[src/rtl/regfile_dump.sv]
// regfile_dump: walks register indices 0..NUM_REGS-1 through one regfile read port and streams
// each byte on a valid/ready link. Define REGFILE_DUMP_CHECKSUM_EN to append an XOR checksum beat.
module regfile_dump #(
    parameter int DATA_WIDTH = 8,
    parameter int NUM_REGS   = 8,
    parameter int ADDR_WIDTH = 3
) (
    input  logic                  clock,
    input  logic                  reset,
    input  logic                  start,
    output logic                  busy,
    output logic                  done,
    output logic [ADDR_WIDTH-1:0] rsNum,
    input  logic [DATA_WIDTH-1:0] rsData,
    output logic [DATA_WIDTH-1:0] out_data,
    output logic                  out_valid,
    input  logic                  out_ready,
    output logic                  out_last
);

    typedef enum logic [2:0] {IDLE, FETCH, SEND, FINISH, CKSUM} state_t;

    localparam logic [ADDR_WIDTH-1:0] LAST_IDX = ADDR_WIDTH'(NUM_REGS - 1);
    localparam logic [ADDR_WIDTH-1:0] IDX_ONE  = ADDR_WIDTH'(1);

    state_t                state;
    state_t                state_next;
    logic [ADDR_WIDTH-1:0] index;
    logic                  handshake;
    logic                  is_last_reg;
`ifdef REGFILE_DUMP_CHECKSUM_EN
    logic [DATA_WIDTH-1:0] acc;
`endif

    assign handshake   = out_valid && out_ready;
    assign is_last_reg = (index == LAST_IDX);
    // The index register drives the read port directly, so rsNum is registered and 0 whenever idle.
    assign rsNum       = index;

    always_ff @(posedge clock or posedge reset) begin
        if (reset) begin
            state <= IDLE;
        end else begin
            state <= state_next;
        end
    end

    always_comb begin
        state_next = state;
        case (state)
            IDLE:   if (start) state_next = FETCH;
            FETCH:  state_next = SEND;
            SEND: begin
                if (handshake) begin
                    if (out_last) state_next = FINISH;
`ifdef REGFILE_DUMP_CHECKSUM_EN
                    else if (is_last_reg) state_next = CKSUM;
`endif
                    else state_next = FETCH;
                end
            end
`ifdef REGFILE_DUMP_CHECKSUM_EN
            CKSUM:  state_next = SEND;
`endif
            FINISH: state_next = IDLE;
            default: state_next = IDLE;
        endcase
    end

    always_comb begin
        busy = 1'b0;
        done = 1'b0;
        case (state)
            FETCH, SEND, CKSUM: busy = 1'b1;
            FINISH:             done = 1'b1;
            default:            ;
        endcase
    end

    // Datapath: capture in FETCH, hold through SEND, advance index on each accepted beat.
    always_ff @(posedge clock or posedge reset) begin
        if (reset) begin
            index     <= '0;
            out_data  <= '0;
            out_valid <= 1'b0;
            out_last  <= 1'b0;
`ifdef REGFILE_DUMP_CHECKSUM_EN
            acc       <= '0;
`endif
        end else begin
            case (state)
                IDLE: begin
                    if (start) begin
                        index <= '0;
`ifdef REGFILE_DUMP_CHECKSUM_EN
                        acc   <= '0;
`endif
                    end
                end
                FETCH: begin
                    out_data  <= rsData;
                    out_valid <= 1'b1;
`ifdef REGFILE_DUMP_CHECKSUM_EN
                    out_last  <= 1'b0;
                    acc       <= acc ^ rsData;
`else
                    out_last  <= is_last_reg;
`endif
                end
                SEND: begin
                    if (handshake) begin
                        out_valid <= 1'b0;
                        if (is_last_reg || out_last) begin
                            index <= '0;
                        end else begin
                            index <= index + IDX_ONE;
                        end
                    end
                end
`ifdef REGFILE_DUMP_CHECKSUM_EN
                CKSUM: begin
                    out_data  <= acc;
                    out_valid <= 1'b1;
                    out_last  <= 1'b1;
                end
`endif
                default: ;
            endcase
        end
    end

endmodule

[config.mk]
export PLATFORM = sky130hd
export DESIGN_NAME = regfile_dump
export DESIGN_NICKNAME = d
export VERILOG_FILES = /design/src/rtl/regfile_dump.sv
export SDC_FILE = /design/constraint.sdc
export NUM_CORES = 1
export LEC_CHECK = 0
export ABC_AREA = 1
export ABC_CLOCK_PERIOD_IN_PS = 3700
export CORE_AREA = 2 2 45 47
export DETAILED_ROUTE_END_ITERATION = 8
export DIE_AREA = 0 0 47 49
export GPL_ROUTABILITY_DRIVEN = 0
export PLACE_DENSITY = 0.86
export SYNTH_ARGS = -nofsm -noshare
export SYNTH_HDL_FRONTEND = slang
export SYNTH_SLANG_ARGS = --single-unit
[constraint.sdc]
create_clock -name clock -period 3.7 [get_ports clock]
set_input_delay 0.555 -clock clock [delete_from_list [all_inputs] [get_ports clock]]
set_output_delay 0.555 -clock clock [all_outputs]
set_load 0.01 [all_outputs]
**Word-level counts from Yosys, hierarchy flattened**

Index checks and enable logic that the tools add are counted.

- Flip-flop bits (word level): 16
- Latch bits: 0
- Bits in writable memories: 0
- Memory bits (read-only): 0
- Input port bits: 12
- Memories kept: 0

- $add $sub $neg: 1
- Multipliers: 0
- Div/mod/pow operators: 0
- $lt $le $gt $ge: 0
- Eq/ne operators: 7
- Shift-type cells: 0
- Mux-type cells: 12
- Bitwise logic cells: 0
- Reduce and logical (&&, ||, !) cells: 9

Operators by type and width:

| kind | count |
|---|---|
| 3-bit two-way mux | 5 |
| 3-bit case mux with 3 select lines | 1 |
| 3-bit by 2-bit equality test with 1-bit output, second input constant | 2 |
| 3-bit equality test, second input constant | 2 |
| 3-bit case mux with 2 select lines | 1 |
| 2-bit != test, second input constant | 2 |
| 2-bit AND reduction | 2 |
| 2-bit nonzero test | 2 |
| 3-bit by 1-bit adder with 3-bit output, second input constant | 1 |
| 3-bit by 1-bit equality test with 1-bit output, second input constant | 1 |
| 3-bit logical NOT | 1 |
| 1-bit two-way mux | 3 |
| 3-bit AND reduction | 1 |
| 3-bit OR reduction | 1 |
| 2-bit two-way mux | 1 |
| 1-bit case mux with 2 select lines | 1 |
| 1-bit logical AND | 1 |
| 1-bit logical OR | 1 |

**Logic depth before layout (Yosys ltp)**

Gate-level depths: netlist of the first run.

- Depth in word-level cells: 5
- Mapped depth: 8
- Depth with buffers taken out: 7

**Least setup slack after synthesis of the first run**

OpenSTA, ideal clock, no wires.

- Path kind: register -> output
- Start: register state[0]
- End: output port busy
- Data arrival time: 0.772 ns
- Required time: 3.145 ns
- Path slack: 2.373 ns
- Stages on the path, launching flop included: 3
- Buffers on the path: 0
- Cell sequence: dfrtp_1 > inv_1 > ha_1

- Word-level cells in the longest chain between the ends: 3
- Elaborated cells between the ends (all ways): 5
- Classes of those cells: eq/ne (3); mux (1); reduce/logical (1)

RTL lines:

| item | RTL line | RTL |
|---|---|---|
| start, declared | 26 | `state_t state;` |
| start signal, assigned | 44 | `state <= state_next;` |
| 3-bit by 1-bit equality test with 1-bit output, or another cell as far along | 73 | `case (state)` |
| 3-bit OR reduction * | 73 |  |
| 1-bit two-way mux * | 73 |  |
| end, declared | 11 | `output logic busy,` |

Every way passes the cells marked *; elsewhere a longest branch is shown, timed or not.

**Final worst setup path of the first run**

Same ends and word-level chain as after synthesis.

==> results.env, run 1 <==
STATUS='completed'
CPMAXSTAGEDELAYCELL='clkdlybuf4s50_1'
POST_SYNTH_XOR_AREA_FRACTION=0
DRT_PASS_1_ITERS=4
TIMING.FINAL.HOLD_VIOLATIONS=0
P_INT_mW=0.545
POWER.SEQUENTIAL.FRACTION=0.321
SYN-CELL-AREA_UM2=808
REQUIRED_NS=3.14
CRITICAL_PATH_DEPTH=3
SIMPLE_GATE_FRACTION_OF_SYNTH_AREA=0.173
DRIVE_GT1_FRAC=0.190
LAYOUT.CELLS.MOST_COMMON='clkdlybuf4s50_1'
CAP_VIOLATIONS=0
FINAL_CORE_UTIL=0.601
FINALWIRELENGTH_UM=1570
VDD_DROP_MAX_V=0.000441
WORST_PATH_DOMINANT_CELL_FAMILY='buffers and inverters'
TIMING.HOLD.WORST_PATH_DEPTH=1
DRT_ITER0_DRC=5
ANTENNA_VIOLATING_NETS_LEFT=0
BOUNDARYPINS=27
TYPE_OF_ELEMENT_LAUNCHING_THE_CRITICAL_PATH='register'
SETUP_VIOL_COUNT_FINAL=0
CRITICAL_PATH.STARTPOINT='state[0]$_DFFE_PP0P_'
TIMING.FMAX_GHz=0.464
NETLIST.TOP_CELL.BY_AREA='dfrtp_1'
SYN_AREA_PER_CELL_UM2=10.5
DIE_HEIGHT_UM=49
CRITICAL_PATH.MAX_FANOUT=4
POWER_PER_CELL_AREA_nW_PER_UM2=770
LARGEST_NET_DEGREE_AT_THE_START_OF_GLOBAL_ROUTING=16
SETUP.WORST_PATH.CLASS='reg2out'
TOTAL_POWER_mW=0.851
CLKTRANSATPATHREGS_NS=0.09
TIMING.CRITICAL_PATH.SLOWEST_CELL_DELAY_NS=0.54
ANTENNADIODECOUNT=0
CRITICAL_PATH.N_BUFFERS_INVERTERS=2
COMBINATIONALPOWERSHARE=0.572
DIEWIDTH_UM=47
DIE_AREA_UM2=2300
POST_SYNTH_FA_HA_MAJ_AREA_FRACTION=0.0929
TIMING.CRITICAL_PATH.ARRIVAL_NS=1.60
POSTCTSSETUPREPAIRBUFS=0
POWER.SWITCHING_mW=0.307
CTSHTREEMAXLEVEL=1
WORST_SETUP_PATH_END_KIND='output port'
WORST_R2R_PATH_DEPTH=3
GRT.OVERFLOW.TOTAL=0
SYNTH_COMPOUND_AREA_FRAC=0.0464
FIN_CRIT_SH=0.582
POST-SYNTH-TOP-AREA-FRACTION=0.464
CTS_INSERTED_BUFFERS=3
START_UTIL=0.439
HOLD_SLACK_NS=0.510
HPWL_UM=1240
POWER_LEAKAGE_nW=0.535
WORSTHOLDPATHTYPE='reg2reg'
CLOCK_NETWORK_FRACTION_OF_DESIGN_POWER=0.107
RR_STARTPOINT='state[1]$_DFFE_PP0P_'
CLOCKROOTBUFFER='clkbuf_4'
FIN_TNS_SETUP_NS=0
DETAIL_ROUTE.DRC_VIOLATIONS=0
POSTSYNTHCELLCOUNT=77
CTS_TREE='built'
NETS=124
FIN_CRIT_NS=2.15
AREA_GROWTH_FROM_SYNTHESIS_TO_LAYOUT_PCT=36.8
GRT_USE_TOTAL=0.152
LAYOUT_COMMON_CELLS='clkdlybuf4s50_1 (26), nand2_1 (16), dfrtp_1 (15)'
FINALCLOCKSKEW_NS=0.00220
WORST-SLEW-PIN-TRANSITION_NS=0.603
CTSLONGESTPATHBUFFERS=2
YS_WARN_COUNT=0
SYNTH_TOP_FAMILY_BY_AREA='simple AND/OR/NAND/NOR gates'
INSERTION_DELAY_NS=0.27
SYNTHESIS.NETS=95
SLEW-LIMIT-HEADROOM=0.598
SYNTH_SEQ_CELLS=15
BUFFER_PORTS.INSERTED=26
GRT_FIRST_PASS_WIRELENGTH_UM=2510
GRT_SETUP_UNREPAIRED='false'
FILLER_CELL_COUNT=169
YS_TOP_CELLS_BY_AREA='dfrtp_1 (46%), mux2_4 (13%), ha_1 (9.3%)'
SYNTH_MUX_AREA_FRAC=0.144
DRV_SLEW=0
VIAS_IN_THE_FIRST_GLOBAL_ROUTE=589
CTSRESIZECOUNT=0
CTS_HOLD_BUFFERS=0
FP-ROW-COUNT=16
CLKSINKCOUNT=15
SEQ_AREA_FRAC_SYNTH=0.464
PLACEABLE_CORE_REGION_UM2=1840
TIMING.CRITICAL_PATH.CELLS='inv_1 > ha_1 > clkdlybuf4s50_1'
VIA_COUNT=603
YS_TYPES=16
NUMBER_OF_ANTENNA_VIOLATIONS_AT_THE_FIRST_CHECK_IN_GLOBAL_ROUTING=0
WORST_HOLD_STARTPOINT='out_data[7]$_DFFE_PP0P_'
ROUTED_VIA_DENSITY=4.57
DRT-WIRELENGTH-PER-CELL_UM=11.9
SWITCHING_SHARE=0.360
registers in the layout, indices dropped and copies added, names as in the netlist:
signal and flops:
out_data 8, out_last 1, out_valid 1, rsNum 3
state 2
routing by layer:
layer / wire length [um] / global-route usage / share of wire / vias up
met1: 685 / 0.194 / 0.44 / 284
met5: 0 / 0 / 0 / -
met3: 90 / 0.0370 / 0.057 / 2
met4: 9 / 0.0556 / 0.0057 / 0
li1: - / - / - / 299
met2: 787 / 0.242 / 0.50 / 18
per-stage QoR:
step	area (um^2)	setup slack (ns)	instances
after global routing	1110	1.47	132
after floorplan	808	2.37	77
after CTS	1110	1.53	132
final	1110	1.55	132
after global placement	1080	1.89	128
after detailed placement	1080	1.85	128
final cells by class:
type | instances | area (um^2) | share of cell area
flip-flops and latches | 15 | 375 | 0.339
repair buffers | 26 | 260 | 0.235
multi-input cells | 49 | 369 | 0.334
well taps | 27 | 33.8 | 0.0305
inverters | 11 | 41.3 | 0.0373
clock buffers | 4 | 26.3 | 0.0238
logic make-up after synthesis:
kind of cell / after synthesis
compound gates: 6
fa+ha+maj: 6
buf+inv: 13
flops: 15
mux: 8
simple gates: 29
cell usage after synthesis (all sizes together):
cell type	count
a21oi	1
buf	2
dfrtp	15
ha	6
inv	11
mux2	8
nand2	20
nand3	5
nor2	4
o21ai	5
power by group through the flow:
stage | Sequential (mW) | Clock, mW | Combinational, mW
floorplan | 0.300 | 0 | 0.291
global placement | 0.271 | 0 | 0.477
detailed placement | 0.278 | 0 | 0.488
CTS | 0.274 | 0.0949 | 0.495
global route | 0.282 | 0.101 | 0.534
finish | 0.273 | 0.0914 | 0.487
worst register-to-register path: stages, from the launching register on:
cell and delay (ns):
dfrtp_1 0.43, inv_1 0.10, ha_1 0.54, mux2_2 0.40
path summary, 6_finish.rpt:
path / end / slack (ns)
hold / removal: out_data[7]$_DFFE_PP0P_ / 0.51
hold reg to reg: out_data[7]$_DFFE_PP0P_ / 0.51
max in group asynchronous: state[0]$_DFFE_PP0P_ / 2.66
setup / recovery: busy / 1.55
min in group asynchronous: out_last$_DFFE_PP0P_ / 0.67
setup reg to reg: out_data[7]$_DFFE_PP0P_ / 2.12
(Power assumes the default switching activity.)
==> inputs of run 2 (changes only) <==
Settings changed: ABC_CLOCK_PERIOD_IN_PS 3700 to 1870, CORE_AREA 2 2 45 47 to 2 2 48 50, DIE_AREA 0 0 47 49 to 0 0 50 52, PLACE_DENSITY 0.86 to 0.8.
Clock period 3.7 ns to 1.87 ns, I/O delays scaled along.
==> run 2 against run 1 <==
Clock-buffer cell count unchanged. Global-route usage down 1.0 points. Register-to-register slack worse by 1.7 ns. Critical path depth unchanged. First-iteration DRC count up 80%. Utilization down 5.9 points. Die area up 13%. Combinational power up 110%. Hold slack worse by 0.16 ns.
==> results.env, run 2 (same netlist as run 1, synthesis figures left out) <==
STATUS='completed'
TIMING.FMAX_GHz=0.552
LARGEST_REGISTER_FFS=8  # unchanged
VIAS_IN_THE_FIRST_GLOBAL_ROUTE=629  # +6.8%
FINALWIRELENGTH_UM=1560  # -1.1%
TIMING.CRITICAL_PATH.ARRIVAL_NS=1.53  # -0.07 ns
CTS_INSERTED_BUFFERS=3  # unchanged
GRT.OVERFLOW.TOTAL=0  # unchanged
CAP_VIOLATIONS=0  # unchanged
CLOCKROOTBUFFER='clkbuf_4'
START_UTIL=0.384  # -0.0550
FINALINSTANCEAREA_UM2=1140  # +3.1%
HPWL_UM=1190  # -3.5%
CLKSINKCOUNT=15  # unchanged
BOUNDARYPINS=27  # unchanged
FP-ROW-COUNT=17  # +1
LAYOUT_COMMON_CELLS='clkdlybuf4s50_1 (25), nand2_1 (16), dfrtp_1 (15)'
WORST_R2R_PATH_DEPTH=4  # +1
CLKTRANSATPATHREGS_NS=0.09  # about the same
CTSHTREEMAXLEVEL=1  # unchanged
GRT_USE_TOTAL=0.142  # -0.0101
WORST_SETUP_PATH_END_KIND='output port'
FIN_CRIT_NS=1.81
ANTENNADIODECOUNT=0  # unchanged
FINALCLOCKSKEW_NS=0.00519  # +0.00300 ns
ROUTED_VIA_DENSITY=4.54  # -0.61%
CTS_TREE='built'
WORST-R2R-SETUP-SLACK_NS=0.41  # -1.71 ns
TIMING.CRITICAL_PATH.CELLS='buf_4 > ha_1 > clkdlybuf4s50_1'
FIN_CRIT_SH=0.968
CRITICAL_PATH.N_BUFFERS_INVERTERS=2  # unchanged
WORSTHOLDPATHTYPE='in2async'
DIE_AREA_UM2=2600  # +13%
DETAIL_ROUTE.DRC_VIOLATIONS=0  # unchanged
GRT_SETUP_UNREPAIRED='false'
SETUP.WORST_PATH.CLASS='reg2out'
DETAILEDPLACE.WORSTSLACK_NS=0.282  # -1.57 ns
VDD_DROP_MAX_V=0.000669  # +52%
NETS=128  # +3.2%
SETUP_VIOL_COUNT_FINAL=0  # unchanged
HOLD_SLACK_NS=0.350  # -0.160 ns
DRIVE_GT1_FRAC=0.220  # +0.0297
WORST-SLEW-PIN-TRANSITION_NS=0.568  # -0.0345 ns
BUFFER_PORTS.INSERTED=26  # unchanged
FIN_TNS_SETUP_NS=0  # unchanged
DIEWIDTH_UM=50  # +6.4%
POWER_LEAKAGE_nW=0.565  # +5.6%
SLEW-LIMIT-HEADROOM=0.621  # +0.0226
PLACEMENT.CELL_AREA_UM2=1090  # +0.81%
WORST_SLACK_NS=0.0592  # -1.49 ns
REQUIRED_NS=1.59  # -1.55 ns
DRT_PASS_1_ITERS=4  # unchanged
TIMING.FINAL.HOLD_VIOLATIONS=0  # unchanged
TIMING.CRITICAL_PATH.SLOWEST_CELL_DELAY_NS=0.49  # -0.05 ns
RR_STARTPOINT='state[1]$_DFFE_PP0P_'
NUMBER_OF_ANTENNA_VIOLATIONS_AT_THE_FIRST_CHECK_IN_GLOBAL_ROUTING=0  # unchanged
LAYOUT.CELLS.MOST_COMMON='clkdlybuf4s50_1'
DRT_ITER0_DRC=9  # +4
FILLER_CELL_COUNT=178  # +5.3%
CRITICAL_PATH.MAX_FANOUT=3  # -1
AREA_GROWTH_FROM_SYNTHESIS_TO_LAYOUT_PCT=41.0
TOP_REGISTER='out_data'
CPMAXSTAGEDELAYCELL='clkdlybuf4s50_1'
FINAL_CORE_UTIL=0.541  # -0.0592
CRITICAL_PATH.STARTPOINT='state[0]$_DFFE_PP0P_'
POWER_PER_CELL_AREA_nW_PER_UM2=1520  # +98%
DIE_HEIGHT_UM=52  # +6.1%
VIA_COUNT=622  # +3.2%
PLACEABLE_CORE_REGION_UM2=2110  # +14%
CRITICAL_PATH.REG2REG.ENDPOINT='out_data[6]$_DFFE_PP0P_'
TYPE_OF_ELEMENT_LAUNCHING_THE_CRITICAL_PATH='register'
LARGEST_NET_DEGREE_AT_THE_START_OF_GLOBAL_ROUTING=16  # unchanged
DRV_SLEW=0  # unchanged
DRT-WIRELENGTH-PER-CELL_UM=11.4  # -4.8%
ANTENNA_VIOLATING_NETS_LEFT=0  # unchanged
WORST_PATH_DOMINANT_CELL_FAMILY='buffers and inverters'
CTSLONGESTPATHBUFFERS=2  # unchanged
GRT_FIRST_PASS_WIRELENGTH_UM=2750  # +9.4%
INSERTION_DELAY_NS=0.28  # about the same
CTS_HOLD_BUFFERS=0  # unchanged
[run 2: layout make-up]
class,instances,area [um^2],area share
Tap cell,28,35.0,0.0307
Sequential cell,15,375,0.329
Inverter,11,41.3,0.0362
Multi-Input combinational cell,49,369,0.324
Clock buffer,4,26.3,0.0231
Timing Repair Buffer,30,293,0.257
[run 2: how the worst max path moves through the flow]
stage                         endpoint  slack (ns)  cells after the start
2_1_floorplan  out_data[0]$_DFFE_PP0P_        0.66                      4
3_3_place_gp                      busy        0.34                      3
3_5_place_dp                      busy        0.28                      3
4_1_cts                           busy       0.005                      3
5_1_grt                           done        0.01                      3
6_report                          done        0.06                      3
[run 2: power by group]
group	switching [mW]	total [mW]	internal, mW
Sequential	0.0832	0.540	0.457
Combinational	0.435	1.01	0.578
Clock	0.0975	0.180	0.0828
Total	0.615	1.73	1.12
[run 2: worst register-to-register path, stage by stage, from the launching register on]
cell,delay [ns]
dfrtp_1,0.42
inv_1,0.09
ha_1,0.31
buf_4,0.23
mux2_4,0.31
[run 2: layer usage]
metal | share of wire | up-vias | routed length [um] | global-route usage
li1 | - | 309 | - | -
met1 | 0.45 | 285 | 705 | 0.171
met2 | 0.46 | 24 | 718 | 0.237
met3 | 0.065 | 4 | 101 | 0.0259
met4 | 0.019 | 0 | 29 | 0.0833
met5 | 0 | - | 0 | 0
[run 2: per-stage QoR]
stage / std cells / power (mW)
2_1_floorplan: 77 / 1.17
3_3_place_gp: 130 / 1.50
3_5_place_dp: 130 / 1.53
4_1_cts: 136 / 1.75
5_1_grt: 137 / 1.86
6_report: 137 / 1.73
[run 2: timing repair]
action	in CTS	in global routing
gates resized for setup	0	1
buffers inserted	2	1
setup endpoints to repair	1	1
==> inputs of run 3 (changes only) <==
Settings changed: ABC_AREA 1 to default, CORE_AREA 2 2 48 50 to 2 2 47 49, DIE_AREA 0 0 50 52 to 0 0 49 51, MAX_ROUTING_LAYER from default to met4, PLACE_DENSITY 0.8 to 0.78.
==> run 3 against run 2 <==
Non-clock buffer count down 2. Cell count down 15%. Combinational power is 22% lower. Die area is 3.9% lower. Final area down 5.9%. Flip-flop and latch count is the same. Area after synthesis shrank 9.1%. Register-to-register slack got worse by 0.14 ns. Synthesized cell count is 26% lower.
==> results.env, run 3 <==
DRT_PASS_1_ITERS=4  # unchanged
CTSHTREEMAXLEVEL=1  # unchanged
POSTSYNTHCELLCOUNT=57  # -26%
DETAIL_ROUTE.DRC_VIOLATIONS=0  # unchanged
BOUNDARYPINS=27  # unchanged
DIE_AREA_UM2=2500  # -3.9%
DRT_ITER0_DRC=6  # -3
CRITICAL_PATH.REG2REG.ENDPOINT='state[0]$_DFFE_PP0P_'
POWER_PER_CELL_AREA_nW_PER_UM2=1410  # -7.0%
TIMING.FMAX_GHz=0.551  # -0.15%
SETUP.WORST_PATH.CLASS='reg2out'
NETS=107  # -16%
WORST_R2R_PATH_DEPTH=5  # +1
SLEW-LIMIT-HEADROOM=0.619  # -0.00195
ANTENNA_VIOLATING_NETS_LEFT=0  # unchanged
SYNTH_EDF_COUNT=0  # unchanged
ROUTED_VIA_DENSITY=4.80  # +5.8%
DRIVE_GT1_FRAC=0.114  # -0.107
FP-ROW-COUNT=17  # unchanged
BUFFER_PORTS.INSERTED=26  # unchanged
FIN_CRIT_NS=1.81  # +0.00263 ns
YS_TOP_CELLS_BY_AREA='dfrtp_1 (51%), mux2_1 (14%), ha_1 (10%)'
POST-SYNTH-TOP-AREA-FRACTION=0.511  # +0.0467
CLOCKROOTBUFFER='clkbuf_4'
WORST-SLEW-PIN-TRANSITION_NS=0.571  # +0.00292 ns
WORSTHOLDPATHTYPE='in2async'
VIAS_IN_THE_FIRST_GLOBAL_ROUTE=589  # -6.4%
DRV_SLEW=0  # unchanged
CRITICAL_PATH.STARTPOINT='state[0]$_DFFE_PP0P_'
GRT.OVERFLOW.TOTAL=0  # unchanged
SYNTH-MAIN-FF-CELL='dfrtp_1'
SYNTHESIS.NETS=75  # -21%
TOP_REGISTER='out_data'
SYNTH_MOST_COMMON_CELL='dfrtp_1'
ANTENNADIODECOUNT=0  # unchanged
CRITICAL_PATH.MAX_FANOUT=5  # +2
FIN_CRIT_SH=0.970  # +0.00141
GRT_USE_TOTAL=0.131  # -0.0111
CTS_INSERTED_BUFFERS=3  # unchanged
CAP_VIOLATIONS=0  # unchanged
YS_ASYNC_SR_FRACTION=1.00  # unchanged
TIMING.FINAL.HOLD_VIOLATIONS=0  # unchanged
STATUS='completed'
WORST_SETUP_PATH_END_KIND='output port'
FIN_TNS_SETUP_NS=0  # unchanged
SEQ_AREA_FRAC_SYNTH=0.511  # +0.0467
HPWL_UM=1090  # -8.5%
NUMBER_OF_ANTENNA_VIOLATIONS_AT_THE_FIRST_CHECK_IN_GLOBAL_ROUTING=0  # unchanged
TYPE_OF_ELEMENT_LAUNCHING_THE_CRITICAL_PATH='register'
SYN-CELL-AREA_UM2=734  # -9.1%
SYNTH_SEQ_CELLS=15  # unchanged
MULTI_INPUT_COMBINATIONAL_CELL_AREA_UM2=339  # -8.1%
LAYOUT_COMMON_CELLS='clkdlybuf4s50_1 (25), dfrtp_1 (15), mux2_1 (9)'
VDD_DROP_MAX_V=0.000824  # +23%
YS_TYPES=21  # +5
WORST_SLACK_NS=0.0565  # -0.00263 ns
PLACEABLE_CORE_REGION_UM2=2060  # -2.0%
SYNTH_COMMONEST_CELLS='dfrtp_1 (15), mux2_1 (9), ha_1 (6), inv_1 (4), o31ai_1 (4)'
FINALCLOCKSKEW_NS=0.00918  # +0.00398 ns
SYN_AREA_PER_CELL_UM2=12.9  # +23%
CTS_HOLD_BUFFERS=0  # unchanged
LARGEST_REGISTER_FFS=8  # unchanged
YS_WARN_COUNT=0  # unchanged
LARGEST_NET_DEGREE_AT_THE_START_OF_GLOBAL_ROUTING=16  # unchanged
DETAILEDPLACE.WORSTSLACK_NS=0.269  # -0.0127 ns
RR_STARTPOINT='state[1]$_DFFE_PP0P_'
GRT_SETUP_UNREPAIRED='false'
DIE_HEIGHT_UM=51  # -1.9%
LAYOUT.CELLS.MOST_COMMON='clkdlybuf4s50_1'
REQUIRED_NS=1.59  # about the same
FILLER_CELL_COUNT=204  # +15%
WORST-R2R-SETUP-SLACK_NS=0.27  # -0.14 ns
REGISTER_AREA_UM2=375  # unchanged
DRT-WIRELENGTH-PER-CELL_UM=12.7  # +12%
TIMING.CRITICAL_PATH.ARRIVAL_NS=1.53  # about the same
CLKSINKCOUNT=15  # unchanged
CLKTRANSATPATHREGS_NS=0.10  # about the same
GRT_FIRST_PASS_WIRELENGTH_UM=2470  # -10%
DIEWIDTH_UM=49  # -2.0%
CTSLONGESTPATHBUFFERS=2  # unchanged
CTS_TREE='built'
INSERTION_DELAY_NS=0.29  # about the same
AREA_GROWTH_FROM_SYNTHESIS_TO_LAYOUT_PCT=46.0
SETUP_VIOL_COUNT_FINAL=0  # unchanged
NETLIST.TOP_CELL.BY_AREA='dfrtp_1'
FINALWIRELENGTH_UM=1470  # -5.2%
POWER_LEAKAGE_nW=0.494  # -13%
START_UTIL=0.356  # -0.0279
VIA_COUNT=557  # -10%
==> run 3: repair_timing <==
| action | CTS | global route |
|---|---|---|
| buffers inserted | 2 | 0 |
| gates resized for setup | 0 | 1 |
| setup endpoints to repair | 1 | 1 |
==> run 3: per-layer routing <==
layer / routed length (um) / up-vias / track usage
met4: 0 / 0 / 0.0429
met3: 98 / 0 / 0.0380
met2: 732 / 20 / 0.228
li1: - / 265 / -
met5: 0 / - / -
met1: 643 / 272 / 0.145
==> run 3: worst max-delay path, stage by stage, from the launching register on <==
cell             delay (ns)
dfrtp_1                0.41
buf_4                  0.16
ha_1                   0.21
clkdlybuf4s50_1        0.48
==> run 3: area by class of cell <==
| class | instances | share of cell area |
|---|---|---|
| flip-flops and latches | 15 | 0.350 |
| clock inverters | 1 | 0.00700 |
| multi-input cells | 37 | 0.316 |
| repair buffers | 28 | 0.259 |
| well taps | 28 | 0.0327 |
| inverters | 4 | 0.0140 |
| clock buffers | 3 | 0.0210 |
==> run 3: stage by stage <==
step	util	power [mW]	hold slack, ns	cells	instance area [um^2]
5_1_grt	0.520	1.62	0.387	116	1070
3_5_place_dp	0.497	1.31	0.476	110	1020
6_report	0.520	1.52	0.354	116	1070
4_1_cts	0.518	1.54	0.363	116	1070
3_3_place_gp	0.497	1.28	0.469	110	1020
2_1_floorplan	-	0.949	0.182	57	734
==> run 3: worst max-delay path by stage <==
stage,end,cells past startpoint
after floorplan,state[0]$_DFFE_PP0P_,5
after global placement,busy,3
after detailed placement,busy,3
after CTS,busy,3
after global routing,done,3
final,done,3
==> run 3: cell families after synthesis <==
| kind of cell | Yosys count | synth area share |
|---|---|---|
| mux | 10 | 0.152 |
| buf+inv | 5 | 0.0272 |
| compound gates | 12 | 0.129 |
| flops | 15 | 0.511 |
| fa+ha+maj | 6 | 0.102 |
| simple gates | 9 | 0.0784 |
==> run 3: power by group <==
group | switching, mW | internal [mW]
registers | 0.0760 | 0.456
clock network | 0.113 | 0.0812
logic | 0.340 | 0.450
total | 0.529 | 0.987
